[src/rtl/led_seq_ctrl.sv]
// rtl/led_seq_ctrl.sv - LED bank sequencer: prescaled rotate/bounce/blink patterns,
// reconfigured through a valid/ready handshake and frozen by a pause level.
module led_seq_ctrl #(
  parameter int WIDTH = 16,
  parameter int DIV   = 5000000
) (
  input  logic             clk,
  input  logic             rst,
  input  logic             cfg_valid,
  output logic             cfg_ready,
  input  logic [1:0]       cfg_mode,
  input  logic [1:0]       cfg_speed,
  input  logic             pause,
  output logic [WIDTH-1:0] led,
  output logic             step
);

  typedef enum logic [1:0] {
    ST_RUN    = 2'd0,
    ST_PAUSED = 2'd1,
    ST_LOAD   = 2'd2
  } state_t;

  typedef enum logic [1:0] {
    M_ROTL   = 2'd0,
    M_ROTR   = 2'd1,
    M_BOUNCE = 2'd2,
    M_BLINK  = 2'd3
  } mode_t;

  localparam logic [31:0]      DIV_W   = 32'(DIV);
  localparam logic [WIDTH-1:0] PAT_ONE = WIDTH'(1);
  localparam logic [WIDTH-1:0] PAT_MSB = PAT_ONE << (WIDTH - 1);
  localparam logic             DIR_LEFT  = 1'b0;
  localparam logic             DIR_RIGHT = 1'b1;

  state_t           state_q, state_d;
  mode_t            mode_q, mode_d;
  logic [1:0]       speed_q, speed_d;
  logic             dir_q, dir_d;
  logic [31:0]      count_q, count_d;
  logic [WIDTH-1:0] led_q, led_d;
  logic             step_q, step_d;

  logic [31:0]      limit;
  logic             tick;
  logic             accept;
  logic             advance;
  logic [WIDTH-1:0] stepped_led;
  logic             stepped_dir;
  logic [WIDTH-1:0] init_led;

  assign cfg_ready = !rst && (state_q != ST_LOAD);
  assign accept    = cfg_valid && cfg_ready;
  assign limit     = (DIV_W << speed_q) - 32'd1;
  assign tick      = (count_q == limit);
  assign led       = led_q;
  assign step      = step_q;

  always_comb begin
    init_led = PAT_ONE;
    case (mode_q)
      M_ROTL:   init_led = PAT_ONE;
      M_ROTR:   init_led = PAT_MSB;
      M_BOUNCE: init_led = PAT_ONE;
      M_BLINK:  init_led = '1;
      default:  init_led = PAT_ONE;
    endcase
  end

  // Bounce turns around at either end in the same step, so endpoints never repeat.
  always_comb begin
    stepped_led = led_q;
    stepped_dir = dir_q;
    case (mode_q)
      M_ROTL: stepped_led = {led_q[WIDTH-2:0], led_q[WIDTH-1]};
      M_ROTR: stepped_led = {led_q[0], led_q[WIDTH-1:1]};
      M_BOUNCE: begin
        if (dir_q == DIR_LEFT) begin
          if (led_q[WIDTH-1]) begin
            stepped_dir = DIR_RIGHT;
            stepped_led = led_q >> 1;
          end else begin
            stepped_led = led_q << 1;
          end
        end else begin
          if (led_q[0]) begin
            stepped_dir = DIR_LEFT;
            stepped_led = led_q << 1;
          end else begin
            stepped_led = led_q >> 1;
          end
        end
      end
      M_BLINK: stepped_led = ~led_q;
      default: stepped_led = led_q;
    endcase
  end

  always_comb begin
    state_d = state_q;
    mode_d  = mode_q;
    speed_d = speed_q;
    dir_d   = dir_q;
    count_d = count_q;
    led_d   = led_q;
    step_d  = 1'b0;
    advance = 1'b0;

    if (accept) begin
      mode_d  = mode_t'(cfg_mode);
      speed_d = cfg_speed;
      state_d = ST_LOAD;
    end else begin
      case (state_q)
        ST_RUN: begin
          if (pause) state_d = ST_PAUSED;
          else       advance = 1'b1;
        end
        // The release cycle already counts, so a pause costs exactly its high cycles.
        ST_PAUSED: begin
          if (!pause) begin
            state_d = ST_RUN;
            advance = 1'b1;
          end
        end
        ST_LOAD: begin
          led_d   = init_led;
          count_d = 32'd0;
          dir_d   = DIR_LEFT;
          state_d = pause ? ST_PAUSED : ST_RUN;
        end
        default: state_d = ST_RUN;
      endcase
    end

    if (advance) begin
      if (tick) begin
        count_d = 32'd0;
        led_d   = stepped_led;
        dir_d   = stepped_dir;
        step_d  = 1'b1;
      end else begin
        count_d = count_q + 32'd1;
      end
    end
  end

  always_ff @(posedge clk) begin
    if (rst) begin
      state_q <= ST_RUN;
      mode_q  <= M_ROTL;
      speed_q <= 2'd0;
      dir_q   <= DIR_LEFT;
      count_q <= 32'd0;
      led_q   <= PAT_ONE;
      step_q  <= 1'b0;
    end else begin
      state_q <= state_d;
      mode_q  <= mode_d;
      speed_q <= speed_d;
      dir_q   <= dir_d;
      count_q <= count_d;
      led_q   <= led_d;
      step_q  <= step_d;
    end
  end

endmodule

[config.mk]
export PLATFORM = sky130hd
export DESIGN_NAME = led_seq_ctrl
export DESIGN_NICKNAME = d
export VERILOG_FILES = /design/src/rtl/led_seq_ctrl.sv
export SDC_FILE = /design/constraint.sdc
export NUM_CORES = 1
export LEC_CHECK = 0
export CORE_ASPECT_RATIO = 1.5
export CORE_MARGIN = 2
export CORE_UTILIZATION = 33
export DETAILED_ROUTE_END_ITERATION = 10
export GPL_TIMING_DRIVEN = 1
export PLACE_DENSITY_LB_ADDON = 0.05
export SETUP_SLACK_MARGIN = 0.05
export SLEW_MARGIN = 20
export SYNTH_ARGS = -nofsm -noshare
export SYNTH_HDL_FRONTEND = slang
export SYNTH_SLANG_ARGS = --single-unit
[constraint.sdc]
create_clock -name clk -period 2.4 [get_ports clk]
set_input_delay 0.72 -clock clk [delete_from_list [all_inputs] [get_ports clk]]
set_output_delay 0.72 -clock clk [all_outputs]
set_load 0.01 [all_outputs]
==> results.md <==
* Status: finished clean
* Final design utilization at a little under half
* PwrDens at between 400 and 500 nW/um^2
* Cells after Synth at roughly 460
* Routed Wire Length at 11,100 um
* VDD IR-drop max at about 0.22 mV
* Die X at just under 90 um
* Pre-CTS WS at -0.192 ns
* Slew margin rel. at approximately two fifths
* Die area at 11,500 sq um
* Seq cells post-synth at 56
* Largest net degree at the start of global routing at 36
* Total GRT Usage at approximately a fifth
* Share of layout cells above drive strength 1 at about a fifth
* Critical path class: reg -> reg
* GRT overflow at 0
* Clock-pin slew on the worst setup and hold paths at 0.07 ns
* Count of input and output buffers at 25
* ANT cells at 0
* Worst Setup Slack, final at roughly 0.043 ns
* CP startpoint kind: register
* Yosys cell types at 57
* Worst-path fanout max at 5
* Post-layout minimum cycle time at between 2 and 2.5 ns
* CTS sink cnt at 56
* TritonCTS clock tree: yes
* Clk root buf: clkbuf_16
* Top_reg_cell synth: dfxtp_1
* Core Area at 10,500 sq um
* Hold/Removal Path Class: reg -> reg
* Synth area leaders: dfxtp_1 (32%), nand2_1 (7.2%), nor2_1 (4.8%)
* Warnings, synthesis at 0
* Final Skew at just under 0.006 ns
* First-pass GRT wire length at 17,600 um
* Via density at 5.30
* Post-route ant nets at 0
* RSZ-0062 raised after global routing: yes
* Die Y at between 100 and 150 um
* DR vias at 3,563
* Placed Instance Area at roughly 4200 sq um
* Post-Syn Nets at around 480
* Clk buf depth at 2
* DRC at 0
* Io pins at 26
* Register area share after synthesis at 31.8%
* Layout Nets at 544
* Standard-cell rows at 46
* Final Hold Fails at 0
* Drt pass-1 iters at 4
* DR iter-0 viols at 125
* Clk network pwr share at 36.9%
* Initial antenna violation count at 0
* Final setup violation count at 0
* Leak at approximately 1.7 nW
* Slew @ Worst Pin at around 0.90 ns
* Comb power frac at 16.0%
* Vias in the first global route at between 3k and 4k
* Design Area, Final at 4750 sq um
* Cts hold-fix bufs at 0
* Arrival time worst endpoint at ~2.6 ns
* Initial Util at approximately a third
* GP Congestion at ~0.82
* Syn avg cell area at 7.68 sq um
* Layout fillers at roughly 1.1k
* Critical Path RT at approximately 2.6 ns
* Worst skew pair latency at between 0.2 and 0.3 ns
* Mapped cell area at around 3500 sq um
* Crit. End Element: register
* Post-synth EDFFs at 0
* Top cell type's share of synthesized area at a little under a third
* Highest clock rate at 0.424 GHz
* Drt wl/cell at approximately 16 um
* Period utilization at a little over nine tenths
* Commonest non-fill, non-tap cell in the layout: nand2_1
* Max Slew Vio Count at 0
* NetSw at 0.535 mW
* Cts bufs inserted at 5
* Maximum Capacitance Violations at 0
* Int Pwr at roughly 1.5 mW
* Final HPWL DP at slightly below 8000 um
* Synth-to-Final Area Change at 34.7%
* Net Sw Frac at 26.1%
* Sequential fraction of design power at 47.1%
* Leading area contributor after synthesis: dfxtp_1
* Most frequent cells in the layout: nand2_1 (65), dfxtp_1 (53), buf_4 (51)
* H-tree depth at 2
* Post-synth ARST share at 0%
## path summary, 6_finish.rpt
kind	from	to	slack (ns)	depth (start not counted)
worst min-delay path	count_q[31]$_SDFFE_PP0P_	count_q[31]$_SDFFE_PP0P_	0.52	2
worst min register to register	count_q[31]$_SDFFE_PP0P_	count_q[31]$_SDFFE_PP0P_	0.52	2
worst max-delay path	speed_q[0]$_SDFFE_PP0P_	led[7]$_SDFF_PP0_	0.04	10
worst max register to register	speed_q[0]$_SDFFE_PP0P_	led[7]$_SDFF_PP0_	0.04	10
## final cells by class
class | instances | area, sq um | area share, %
tap | 144 | 180 | 3.79
clock buffer | 8 | 146 | 3.08
timing repair buffer | 87 | 813 | 17.1
sequential | 56 | 1130 | 23.8
multi-input combinational | 368 | 2440 | 51.3
inverter | 9 | 41.3 | 0.869
## metal layers
| metal | vias to the layer above | part of all wire [%] | track usage (%) |
|---|---|---|---|
| met5 | - | 0 | 0 |
| met4 | 0 | 2.7 | 6.42 |
| met3 | 19 | 2.0 | 2.32 |
| met2 | 55 | 56 | 39.2 |
| met1 | 1696 | 39 | 20.7 |
| li1 | 1793 | - | - |
## power groups by stage
stage	Combinational (mW)	Sequential, mW	Clock (mW)
after floorplan	0.160	0.977	0
after detailed placement	0.284	0.983	0
final	0.328	0.964	0.755
after CTS	0.308	0.963	0.790
after global routing	0.357	0.967	0.820
after global placement	0.282	0.983	0
## flip-flops by register name, summed over array words and instances (netlist names)
name     cells
speed_q      2
mode_q       2
dir_q        1
led         16
count_q     32
state_q      2
step         1
## metrics by stage
step / power, mW / setup TNS, ns / std cells / hold WS [ns]
final: 2.05 / 0 / 672 / 0.520
after global routing: 2.14 / -0.158 / 672 / 0.530
after CTS: 2.06 / 0 / 669 / 0.515
after detailed placement: 1.27 / -1.47 / 651 / 0.500
after global placement: 1.26 / -1.01 / 651 / 0.494
after floorplan: 1.14 / 0 / 459 / 0.472
## cell families after synthesis
kind of cell,after synthesis,synth area share [%]
simple gates,220,32.0
compound gates,94,17.2
flops,56,31.8
buf+inv,35,4.08
xor+xnor,28,6.95
mux,17,4.86
fa+ha+maj,9,3.19
## cell usage after synthesis, types with 2 or more instances
| master | count |
|---|---|
| o22ai_1 | 2 |
| dfxtp_1 | 56 |
| nor2b_1 | 6 |
| and4_1 | 3 |
| or4_1 | 2 |
| nand2b_1 | 5 |
| a21oi_1 | 23 |
| nor4bb_1 | 3 |
| o21ai_0 | 25 |
| nor3_1 | 12 |
| nand2_1 | 68 |
| nand3_1 | 22 |
| o31ai_1 | 4 |
| nor4_1 | 4 |
| a21o_1 | 4 |
| inv_1 | 8 |
| o2111ai_1 | 2 |
| or3_1 | 4 |
| o211ai_1 | 15 |
| nor2_1 | 45 |
| xnor2_1 | 13 |
| and3_1 | 8 |
| nand3b_1 | 4 |
| ha_1 | 9 |
| nor4b_1 | 2 |
| nor3b_1 | 2 |
| buf_1 | 2 |
| o311ai_0 | 10 |
| a311oi_1 | 2 |
| clkbuf_1 | 21 |
| xor2_1 | 15 |
| nand4_1 | 18 |
| mux2i_1 | 16 |
## worst max-delay path, cell delays in order (launching register included)
cell	delay (ns)
dfxtp_4	0.37
inv_4	0.10
ha_2	0.19
buf_4	0.11
xor2_1	0.19
nand4_1	0.13
nor4_2	0.42
nand4_4	0.18
buf_12	0.18
buf_12	0.12
mux2_2	0.26
## timing repair
item                                    CTS  global route
pin swaps                                 4             5
gates resized for setup                  34            21
endpoints found under the setup margin    7            42
gates cloned                              1             1
setup buffers                             9             2
No activity file was read; power rests on OpenSTA's default activity.
